### config.mk
export PLATFORM = sky130hd
export DESIGN_NAME = matrix_mac_seq
export DESIGN_NICKNAME = d
export VERILOG_FILES = /design/src/rtl/matrix_mac_seq.sv
export SDC_FILE = /design/constraint.sdc
export NUM_CORES = 1
export LEC_CHECK = 0
export ABC_AREA = 1
export ABC_CLOCK_PERIOD_IN_PS = 20600
export BUFFER_PORTS_ARGS = -buffer_cell sky130_fd_sc_hd__buf_4
export CORE_MARGIN = 8
export CORE_UTILIZATION = 37
export DETAILED_ROUTE_END_ITERATION = 6
export MAX_ROUTING_LAYER = met4
export PLACE_DENSITY = 0.65
export SYNTH_ARGS = -nofsm -noshare
export SYNTH_HDL_FRONTEND = slang
export SYNTH_SLANG_ARGS = --single-unit
### constraint.sdc
create_clock -name clk -period 20.6 [get_ports clk]
set_clock_uncertainty 0.2 [all_clocks]
set_input_delay 5.15 -clock clk [delete_from_list [all_inputs] [get_ports clk]]
set_output_delay 5.15 -clock clk [all_outputs]
set_load 0.01 [all_outputs]
### src/rtl/matrix_mac_seq.sv
// 2x2 unsigned matrix product sequencer sharing one external 8x8 multiplier.
// Optional MATRIX_SEQ_SAT_EN: saturate element sums to 16 bits and report ovf.
module matrix_mac_seq (
   input  logic        clk,
   input  logic        reset,
   input  logic        start,
   input  logic [31:0] a_flat,
   input  logic [31:0] b_flat,
   output logic [7:0]  mult_a,
   output logic [7:0]  mult_b,
   input  logic [15:0] mult_p,
   output logic [63:0] c_flat,
   output logic        busy,
   output logic        done,
   output logic [3:0]  ovf
);

   typedef enum logic [1:0] {IDLE, RUN, DONE} state_t;

   state_t      state, state_nxt;
   logic [31:0] a_reg, b_reg;
   logic [16:0] acc [4];
   logic [16:0] fin [4];
   logic [3:0]  s;
   logic [1:0]  acc_k;
   logic [1:0]  a_idx, b_idx;
   logic        accept, issue, accum, finish;

   always_ff @(posedge clk or posedge reset) begin
      if (reset) state <= IDLE;
      else       state <= state_nxt;
   end

   always_comb begin
      state_nxt = state;
      busy      = 1'b0;
      done      = 1'b0;
      case (state)
         IDLE: if (start) state_nxt = RUN;
         RUN: begin
            busy = 1'b1;
            if (s[3]) state_nxt = DONE;
         end
         DONE: begin
            done      = 1'b1;
            state_nxt = start ? RUN : IDLE;
         end
         default: state_nxt = IDLE;
      endcase
   end

   // Step s uses A[s[2]][s[0]] and B[s[0]][s[1]]; accumulate trails issue by one edge.
   always_comb begin
      accept = (state != RUN) && start;
      issue  = (state == RUN) && !s[3];
      accum  = (state == RUN) && (s != 4'd0);
      finish = (state == RUN) && s[3];
      a_idx  = {s[2], s[0]};
      b_idx  = {s[0], s[1]};
      for (int unsigned k = 0; k < 4; k++) fin[k] = acc[k];
      fin[acc_k] = acc[acc_k] + {1'b0, mult_p};
   end

   always_ff @(posedge clk or posedge reset) begin
      if (reset) begin
         a_reg  <= '0;
         b_reg  <= '0;
         s      <= '0;
         acc_k  <= '0;
         mult_a <= '0;
         mult_b <= '0;
         c_flat <= '0;
         for (int unsigned k = 0; k < 4; k++) acc[k] <= '0;
`ifdef MATRIX_SEQ_SAT_EN
         ovf    <= '0;
`endif
      end else if (accept) begin
         a_reg <= a_flat;
         b_reg <= b_flat;
         s     <= '0;
         for (int unsigned k = 0; k < 4; k++) acc[k] <= '0;
      end else begin
         if (issue) begin
            mult_a <= a_reg[{a_idx, 3'b000} +: 8];
            mult_b <= b_reg[{b_idx, 3'b000} +: 8];
            acc_k  <= s[2:1];
            s      <= s + 4'd1;
         end
         if (accum) begin
            for (int unsigned k = 0; k < 4; k++) acc[k] <= fin[k];
         end
         if (finish) begin
            mult_a <= '0;
            mult_b <= '0;
            for (int unsigned k = 0; k < 4; k++) begin
`ifdef MATRIX_SEQ_SAT_EN
               c_flat[16*k +: 16] <= fin[k][16] ? 16'hFFFF : fin[k][15:0];
               ovf[k]             <= fin[k][16];
`else
               c_flat[16*k +: 16] <= fin[k][15:0];
`endif
            end
         end
      end
   end

`ifndef MATRIX_SEQ_SAT_EN
   assign ovf = 4'h0;
`endif

endmodule

==> results of run 1 <==
## synth_stat cells, drive strengths merged, types with 3 or more instances
| library cell | n |
|---|---|
| nor2 | 48 |
| xnor2 | 5 |
| o22ai | 24 |
| buf | 41 |
| a22oi | 15 |
| nor3 | 3 |
| a22o | 17 |
| ha | 17 |
| o21ai | 96 |
| nand2 | 548 |
| inv | 89 |
| clkbuf | 32 |
| dfrtp | 216 |
| o211ai | 8 |
| o221ai | 13 |
| or2 | 21 |
| nand3 | 118 |
| a21oi | 8 |
## layer usage
metal  track usage  up-vias
li1              -     4556
met1         0.244     4314
met2         0.262      292
met3        0.0406       37
met4        0.0348        0
met5             -        -
## layout make-up
cell class                 instances  area [um2]
clock buffer                      42         769
clock inverter                     4        26.3
fill                            2818       15000
inverter                          91         349
multi-input combinational        952        4470
sequential                       216        5410
tap                              378         473
timing repair buffer             176        1320
## final timing paths
check                                      startpoint                     end  slack [ns]  cells after the start
worst max-delay path                            start     acc[53]$_DFFE_PP0P_       13.76                      8
worst min-delay path            b_reg[13]$_DFFE_PP0P_   b_reg[13]$_DFFE_PP0P_        0.26                      2
worst max register to register       s[0]$_DFFE_PP0P_     acc[53]$_DFFE_PP0P_       15.76                      8
worst min register to register  b_reg[13]$_DFFE_PP0P_   b_reg[13]$_DFFE_PP0P_        0.26                      2
max in group asynchronous                       reset  c_flat[46]$_DFFE_PP0P_       13.98                      3
min in group asynchronous                       reset  c_flat[37]$_DFFE_PP0P_        4.66                      2
## per-stage QoR
stage          power (uW)  cell area, um2  hold WS (ns)  cells
3_5_place_dp         1870           12000         0.253   1813
2_1_floorplan        1500           10500         0.237   1332
6_report             2280           12800         0.263   1859
3_3_place_gp         1840           12000         0.249   1813
4_1_cts              2300           12800         0.267   1859
5_1_grt              2490           12800         0.282   1859
## worst max-delay path: stages
cell	delay, ns
buf_4	0.08
inv_1	0.06
nor2_4	0.09
buf_4	0.53
inv_2	0.12
nand2_2	0.26
inv_2	0.42
a22o_1	0.31
## cell families after synthesis
logic type | count (synthesis) | share of synthesized area
AOI/OAI and AO/OA | 183 | 0.108
adders and majority gates | 18 | 0.0221
and+or+nand+nor | 741 | 0.285
buffers and inverters | 164 | 0.0644
other | 1 | 0.000357
DFF | 216 | 0.514
xor gates and xnor gates | 6 | 0.00571
## power by group through the flow
stage / clock network [uW] / registers (uW) / logic [uW]
after detailed placement: 0 / 743 / 1120
after floorplan: 0 / 739 / 765
after CTS: 438 / 741 / 1120
final: 428 / 742 / 1110
after global placement: 0 / 741 / 1100
after global routing: 452 / 767 / 1270
==> reports/results.ini, run 1 <==
[status]
status = finished clean

[timing]
fmax_ghz = 0.146
min_period_ns = 6.84
final-setup-viol-count = 0
slew_violations = 0
setup_slack_ns = 13.76
slew_headroom = 0.351
timing_hold_violations_final = 0
worst_pin_slew_ns = 0.973
fin_crit_sh = 0.332
finalSetupTns_ns = 0
rsz0062_at_grt = false

[cells_and_area]
drive_gt1_frac = 0.168
layout_commonest_cell = nand2_1
finish.utilization = 0.460
synthToLayoutAreaGrowth_pct = 21.8
antenna_cells = 0
final_cell_mix = nand2_1, dfrtp_1, buf_4
largest_registers = acc: 64 flops, c_flat: 64 flops
fin_nets = 1563

[floorplanning]
initial_core_util = 0.377
core_area_mm2 = 0.0279
die-area_mm2 = 0.0341
rows = 61
die_h_um = 185
ios = 169
die-width_um = 185

[clocking]
cts_made_buffers = 25
postCtsSetupBuffers = 0
cts-htree-levels = 1
cts_resized = 0
cts_sinks = 216
cts_buffer_depth = 3
cts_tree = built
cts.clk_slew.worst_paths_ns = 0.06
cts_hold_buf = 0
insertion_delay_ns = 0.52
root_buffer = clkbuf_16

[grt]
antenna_found_initial = 0
grt_pass1_vias = 9019
grt_pass1_wl_um = 47700
grt-ovfl-total = 0
grt_usage = 0.177
grt_max_degree = 143

[power_and_ir_drop]
intPower_uw = 1280
clkPwrFrac = 0.188
p_sw_uw = 1000
seqPwrFrac = 0.325
ir_drop_mv = 0.0821
powerDensity_mw_per_mm2 = 178
power_frac_comb = 0.487
switching_share = 0.438
total_leakage_power_uw = 0.00676

[synth]
syn_area_mm2 = 0.0105
synthFlopType = dfrtp_1
yosysUniqueCellTypes = 37
async_reset_ff_frac = 1.00
synth.ff_latch_count = 216
avgSynthCellArea_um2 = 7.91
synth_top_cell_area_share = 0.514
ys_seq_area_frac = 0.514
netlist_instances = 1329
synth.area.top_cells = dfrtp_1, nand2_1, nand3_1
ys_warn_count = 0
synth-edff-count = 0
yosys.area.top_type = dfrtp_1

[routing]
wl_met1_um = 14300
routedWlPerCell_um = 15.8
route.met2.wl_um = 12600
drtIter0Drc = 753
num_vias = 9199
via_per_inst = 4.95
drc = 0
wl_met3_um = 2010
wl_um = 29400
top_layer = met4
antenna_left = 0
drtPass1Iterations = 5

[critical_path]
crit_required_ns = 20.81
crit_fanout = 66
crit_path_start_kind = input port
critical_path_arrival_ns = 7.05
crit_type = input port to flop
crit_path_end_kind = flop

[hold_path]
hold_class = flop to flop

[place]
place_ws_ns = 13.19
port_buffers = 164
gp_congestion = 0.870
hpwl_um = 19900

[flow_run]
max_cap_violations = 0

(Power assumes the default switching activity.)
==> run 2: changes to the inputs <==
Settings changed: ABC_CLOCK_PERIOD_IN_PS 20600 to 6600.
Clock period 20.6 ns to 6.6 ns, I/O delays scaled along.
==> run 2 against run 1 <==
Net effect: hold slack improved by 0.0014 ns; via count is 0.48% lower; critical path depth up 2; design area grew 0.94%; power rose to 3.2 times the previous value; cell count grew 0.11%; worst setup slack got worse by 11 ns; count of clock-buffer cells in the layout down 7; first-iteration DRC count is 2.0% lower; flip-flop and latch count unchanged; largest power group unchanged.
==> reports/results.ini, run 2 (synthesis results as in run 1) <==
[status]
status = finished clean  ; unchanged

[power_and_ir_drop]
ir_drop_mv = 0.284  ; was 0.0821 mV
powerDensity_mw_per_mm2 = 563  ; was 178 mW/mm2
total_leakage_power_uw = 0.00681  ; was 0.00676 uW

[timing]
min_period_ns = 4.03
rsz0062_at_grt = false  ; unchanged
timing_hold_violations_final = 0  ; unchanged
slew_violations = 0  ; unchanged
final-setup-viol-count = 0  ; unchanged
fin_crit_sh = 0.611
finalSetupTns_ns = 0  ; unchanged
slew_headroom = 0.361  ; was 0.351
fmax_ghz = 0.248
holdWs_ns = 0.265  ; was 0.263 ns
worst_pin_slew_ns = 0.958  ; was 0.973 ns

[grt]
grt-ovfl-total = 0  ; unchanged
grt_max_degree = 157  ; was 143
antenna_found_initial = 0  ; unchanged
grt_usage = 0.176  ; was 0.177
grt_pass1_wl_um = 47300  ; was 47700 um
grt_pass1_vias = 8898  ; was 9019

[clocking]
postCtsSetupBuffers = 0  ; unchanged
cts_buffer_depth = 3  ; unchanged
cts_resized = 0  ; unchanged
cts_tree = built  ; unchanged
cts-htree-levels = 1  ; unchanged
cts_made_buffers = 25  ; unchanged
cts.clk_slew.worst_paths_ns = 0.06  ; about the same
cts_sinks = 216  ; unchanged
cts_hold_buf = 0  ; unchanged
insertion_delay_ns = 0.52  ; about the same
root_buffer = clkbuf_16  ; unchanged

[critical_path]
r2r_slack_ns = 2.83  ; was 15.76 ns
crit_type = input port to flop  ; unchanged
crit_top_cell = buf_4
crit_chain = buf_4, inv_1, nor2_4, buf_4, inv_2, buf_4, nand2_2, inv_2, nand2_1, o21ai_1  ; was buf_4, inv_1, nor2_4, buf_4, inv_2, nand2_2, inv_2, a22o_1
max_stage_delay_ns = 0.77  ; was 0.53 ns
cpMaxStageDelayCell = inv_2  ; was buf_4
path_buf_inv = 6  ; was 5
critical_path_arrival_ns = 4.28  ; was 7.05 ns
reg2reg_depth = 15  ; was 8
crit_fanout = 67  ; was 66
crit_path_start_kind = input port  ; unchanged
worstReg2RegStart = acc_k[1]$_DFFE_PP0P_  ; was s[0]$_DFFE_PP0P_
crit_family = buffers and inverters  ; unchanged
crit_path_end_kind = flop  ; unchanged
reg2reg_to = c_flat[28]$_DFFE_PP0P_  ; was acc[53]$_DFFE_PP0P_
crit_required_ns = 6.85  ; was 20.81 ns

[routing]
drc = 0  ; unchanged
wl_um = 29400  ; about the same
antenna_left = 0  ; unchanged
routedWlPerCell_um = 15.8  ; about the same
via_per_inst = 4.92  ; was 4.95
drtPass1Iterations = 5  ; unchanged
num_vias = 9155  ; was 9199
drtIter0Drc = 738  ; was 753

[place]
gp_congestion = 0.890  ; was 0.870
hpwl_um = 20000  ; was 19900 um
placed_cells = 1815  ; was 1813
port_buffers = 164  ; unchanged
placed_area_mm2 = 0.0120  ; about the same

[cells_and_area]
antenna_cells = 0  ; unchanged
fin_cells = 1861  ; was 1859
synthToLayoutAreaGrowth_pct = 23.0  ; was 21.8%
multiInputGateArea_mm2 = 0.00447  ; unchanged
layout_commonest_cell = nand2_1  ; unchanged
nFillCells = 2793  ; was 2818
drive_gt1_frac = 0.173  ; was 0.168
largest_registers = acc: 64 flops, c_flat: 64 flops  ; unchanged
fin_area_mm2 = 0.0129  ; was 0.0128 mm2
final_cell_mix = nand2_1, dfrtp_1, buf_4  ; unchanged
fin_nets = 1565  ; was 1563
seqCellArea_mm2 = 0.00541  ; unchanged

[hold_path]
hp-start = a_reg[22]$_DFFE_PP0P_  ; was b_reg[13]$_DFFE_PP0P_
holdPathEnd = a_reg[22]$_DFFE_PP0P_  ; was b_reg[13]$_DFFE_PP0P_
min_path_cells = 2  ; unchanged
hold_class = flop to flop  ; unchanged

[floorplanning]
die-width_um = 185  ; unchanged
die_h_um = 185  ; unchanged
initial_core_util = 0.377  ; unchanged
rows = 61  ; unchanged
die-area_mm2 = 0.0341  ; unchanged
core_area_mm2 = 0.0279  ; unchanged
ios = 169  ; unchanged

[flow_run]
max_cap_violations = 0  ; unchanged

run 2: cell types whose count changed in the layout (fill, tap and decap cells not counted), moves of 2 or more:
cell       previous run  this run
clkbuf_1              9         4
bufinv_16             0         4
clkbuf_8              8         6
clkinv_4              0         2
run 2: worst max-delay path by stage:
stage | cells after the start | endpoint | start
after detailed placement | 10 | acc[52]$_DFFE_PP0P_ | start
after floorplan | 1 | a_reg[0]$_DFFE_PP0P_ | reset
final | 10 | acc[52]$_DFFE_PP0P_ | start
after global placement | 9 | acc[53]$_DFFE_PP0P_ | start
after global routing | 10 | acc[52]$_DFFE_PP0P_ | start
after CTS | 10 | acc[52]$_DFFE_PP0P_ | start
run 2: area by class of cell:
| class | count | area share |
|---|---|---|
| Sequential cell | 216 | 0.418 |
| Multi-Input combinational cell | 952 | 0.345 |
| Timing Repair Buffer | 178 | 0.104 |
| Clock buffer | 35 | 0.0559 |
| Tap cell | 378 | 0.0366 |
| Inverter | 91 | 0.0267 |
| Clock inverter | 11 | 0.0131 |
run 2: where the power goes:
part           internal, uW  switching [uW]  leakage, uW  total (uW)
Combinational          1290            2200      0.00364        3490
Sequential             1930             382      0.00274        2310
Clock                   922             559     0.000437        1480
run 2: per-stage QoR:
stage	utilization	worst slack [ns]	power [uW]
3_3_place_gp	0.432	2.10	5750
5_1_grt	0.464	2.25	7930
4_1_cts	0.464	2.60	7350
3_5_place_dp	0.432	2.05	5840
2_1_floorplan	-	1.94	4700
6_report	0.464	2.57	7280
run 2: layer usage:
layer | vias to the layer above | global-route usage | wire, um
li1 | 4566 | - | -
met1 | 4283 | 0.246 | 14100
met2 | 273 | 0.254 | 12400
met3 | 33 | 0.0490 | 2390
met4 | 0 | 0.0307 | 457
met5 | - | - | 0
run 2: worst reg2reg max path, cell delays in order, from the launching register on:
cell      delay, ns
dfrtp_1        0.43
inv_1          0.15
nor2_2         0.04
buf_4          0.22
inv_1          0.69
o221ai_1       0.20
ha_1           0.25
fa_1           0.41
nand2_1        0.08
nand2_1        0.07
and2_1         0.18
nand3_1        0.13
nand4_1        0.22
nand3_1        0.21
nand3_1        0.13
nand2_1        0.09
==> run 3: changes to the inputs <==
Settings changed: ABC_CLOCK_PERIOD_IN_PS 6600 to 3400, PLACE_DENSITY 0.65 to 0.67.
Clock period 6.6 ns to 3.4 ns, I/O delays scaled along.
==> run 3 against run 2 <==
Net effect: core utilization is 0.29 points higher; first-iteration DRC count is 20% higher; worst setup slack lost 2.2 ns; global-route usage is 0.86 points higher; register-to-register slack worse by 2.5 ns; critical path depth rose by 6; combinational power increased by 100%; cell count grew 0.59%; sequential power increased by 93%; via count up 2.9%; largest cell class unchanged; routed wire length rose by 3.1%.
==> reports/results.ini, run 3 (synthesis results as in run 1) <==
[status]
status = finished clean  ; unchanged

[routing]
drtIter0Drc = 882  ; was 738
via_per_inst = 5.03  ; was 4.92
antenna_left = 0  ; unchanged
routedWlPerCell_um = 16.2  ; was 15.8 um
wl_um = 30300  ; was 29400 um
num_vias = 9417  ; was 9155
drc = 0  ; unchanged
drtPass1Iterations = 5  ; unchanged

[critical_path]
crit_chain = inv_2, nor2_2, buf_12, a22oi_1, o221ai_1, ha_1, fa_1, nand2_1, nand2_1, and2_1, nand2_1, nand2_1, xnor2_2, nand2_1, nand3_1, nand2_1  ; was buf_4, inv_1, nor2_4, buf_4, inv_2, buf_4, nand2_2, inv_2, nand2_1, o21ai_1
critical_path_arrival_ns = 3.28  ; was 4.28 ns
crit_path_end_kind = flop  ; unchanged
crit_required_ns = 3.61  ; was 6.85 ns
max_stage_delay_ns = 0.45  ; was 0.77 ns
critical_path.startpoint = acc_k[0]$_DFFE_PP0P_  ; was start
crit_fanout = 45  ; was 67
r2r_slack_ns = 0.32  ; was 2.83 ns
cpMaxStageDelayCell = dfrtp_1  ; was inv_2
crit_path_start_kind = flop  ; was input port
worstReg2RegStart = acc_k[0]$_DFFE_PP0P_  ; was acc_k[1]$_DFFE_PP0P_
crit_top_cell = nand2_1  ; was buf_4
crit_type = flop to flop  ; was input port to flop

[grt]
met3_usage = 0.0415  ; was 0.0490
grt_usage = 0.185  ; was 0.176
grt_max_degree = 131  ; was 157
grt_pass1_vias = 9305  ; was 8898
grt_pass1_wl_um = 49600  ; was 47300 um
grt-ovfl-total = 0  ; unchanged
top_usage_layer = met2  ; unchanged
grt_use_met1 = 0.254  ; was 0.246
grtUsageMet2 = 0.276  ; was 0.254
antenna_found_initial = 0  ; unchanged

[timing]
fin_crit_sh = 0.904
slew_headroom = 0.362  ; was 0.361
worst_pin_slew_ns = 0.955  ; was 0.958 ns
slew_violations = 0  ; unchanged
timing_hold_violations_final = 0  ; unchanged
min_period_ns = 3.08
holdWs_ns = 0.265  ; about the same
finalSetupTns_ns = 0  ; unchanged
fmax_ghz = 0.325
final-setup-viol-count = 0  ; unchanged
setup_slack_ns = 0.325  ; was 2.57 ns
rsz0062_at_grt = false  ; unchanged

[power_and_ir_drop]
powerDensity_mw_per_mm2 = 1090  ; was 563 mW/mm2
ir_drop_mv = 0.488  ; was 0.284 mV
total_leakage_power_uw = 0.00686  ; was 0.00681 uW

[hold_path]
hold_class = flop to flop  ; unchanged
hp-start = b_reg[19]$_DFFE_PP0P_  ; was a_reg[22]$_DFFE_PP0P_

[clocking]
cts_buffer_depth = 3  ; unchanged
insertion_delay_ns = 0.53  ; was 0.52 ns
root_buffer = clkbuf_16  ; unchanged
cts_hold_buf = 0  ; unchanged
cts_tree = built  ; unchanged
cts.clk_slew.worst_paths_ns = 0.06  ; about the same
cts_made_buffers = 25  ; unchanged
cts_sinks = 216  ; unchanged
cts-htree-levels = 1  ; unchanged

[cells_and_area]
synthToLayoutAreaGrowth_pct = 23.7  ; was 23.0%
final_cell_mix = nand2_1, dfrtp_1, buf_4  ; unchanged
nFillCells = 2751  ; was 2793
drive_gt1_frac = 0.180  ; was 0.173
largest_registers = acc: 64 flops, c_flat: 64 flops  ; unchanged
antenna_cells = 0  ; unchanged
layout_commonest_cell = nand2_1  ; unchanged
fin_area_mm2 = 0.0130  ; was 0.0129 mm2
fin_nets = 1576  ; was 1565

[place]
gp_congestion = 0.883  ; was 0.890
hpwl_um = 20800  ; was 20000 um
place_ws_ns = 0.202  ; was 2.05 ns
port_buffers = 164  ; unchanged
placed_area_mm2 = 0.0122  ; was 0.0120 mm2

[floorplanning]
core_area_mm2 = 0.0279  ; unchanged
die-width_um = 185  ; unchanged
die-area_mm2 = 0.0341  ; unchanged
rows = 61  ; unchanged
initial_core_util = 0.377  ; unchanged
die_h_um = 185  ; unchanged
ios = 169  ; unchanged

[flow_run]
max_cap_violations = 0  ; unchanged

-- run 3: cell count changes in the layout (fill, tap and decap cells not counted), moves of 2 or more --
cell / delta
buf_12: +5
buf_4: +6
bufinv_16: -3
clkinv_2: +2
-- run 3: critical path, delay by kind of cell (launching register included) --
family          cells  cell delay (ns)
xor+xnor            1             0.24
fa+ha+maj           2             0.63
buf+inv             2             0.31
compound gates      2             0.29
simple gates        9             0.81
flops               1             0.45
-- run 3: through the flow --
| stage | total power [uW] | cells | util |
|---|---|---|---|
| global route | 15400 | 1872 | 0.467 |
| detailed placement | 11500 | 1824 | 0.436 |
| global placement | 11400 | 1824 | 0.436 |
| CTS | 14200 | 1870 | 0.465 |
| floorplan | 9120 | 1332 | - |
| finish | 14100 | 1872 | 0.467 |
-- run 3: power by group --
part           internal, uW  switching (uW)
clock                  1550            1100
sequential             3740             721
combinational          2640            4390
total                  7930            6220
-- run 3: worst paths after layout --
check                      cells past startpoint               endpoint
setup / recovery                              16  c_flat[8]$_DFFE_PP0P_
hold / removal                                 2  b_reg[19]$_DFFE_PP0P_
setup reg to reg                              16  c_flat[8]$_DFFE_PP0P_
hold reg to reg                                2  b_reg[19]$_DFFE_PP0P_
max in group asynchronous                      3    acc[46]$_DFFE_PP0P_
min in group asynchronous                      3  mult_a[3]$_DFFE_PP0P_
-- run 3: what timing repair did --
| action | CTS | global route |
|---|---|---|
| setup endpoints to repair | 0 | 10 |
| buffers inserted | 0 | 2 |
| resized for setup | 0 | 3 |
-- run 3: metal layers --
| metal | part of all wire | routed length [um] |
|---|---|---|
| met5 | 0 | 0 |
| met2 | 0.44 | 13300 |
| met4 | 0.020 | 603 |
| met3 | 0.084 | 2540 |
| met1 | 0.46 | 13900 |
-- run 3: cell type report --
| cell class | count | area [um2] | share of cell area |
|---|---|---|---|
| clock buffers | 35 | 713 | 0.0548 |
| clock inverters | 11 | 97.6 | 0.00750 |
| inverters | 91 | 349 | 0.0268 |
| multi-input cells | 952 | 4480 | 0.344 |
| flip-flops and latches | 216 | 5410 | 0.415 |
| well taps | 378 | 473 | 0.0363 |
| repair buffers | 189 | 1490 | 0.115 |
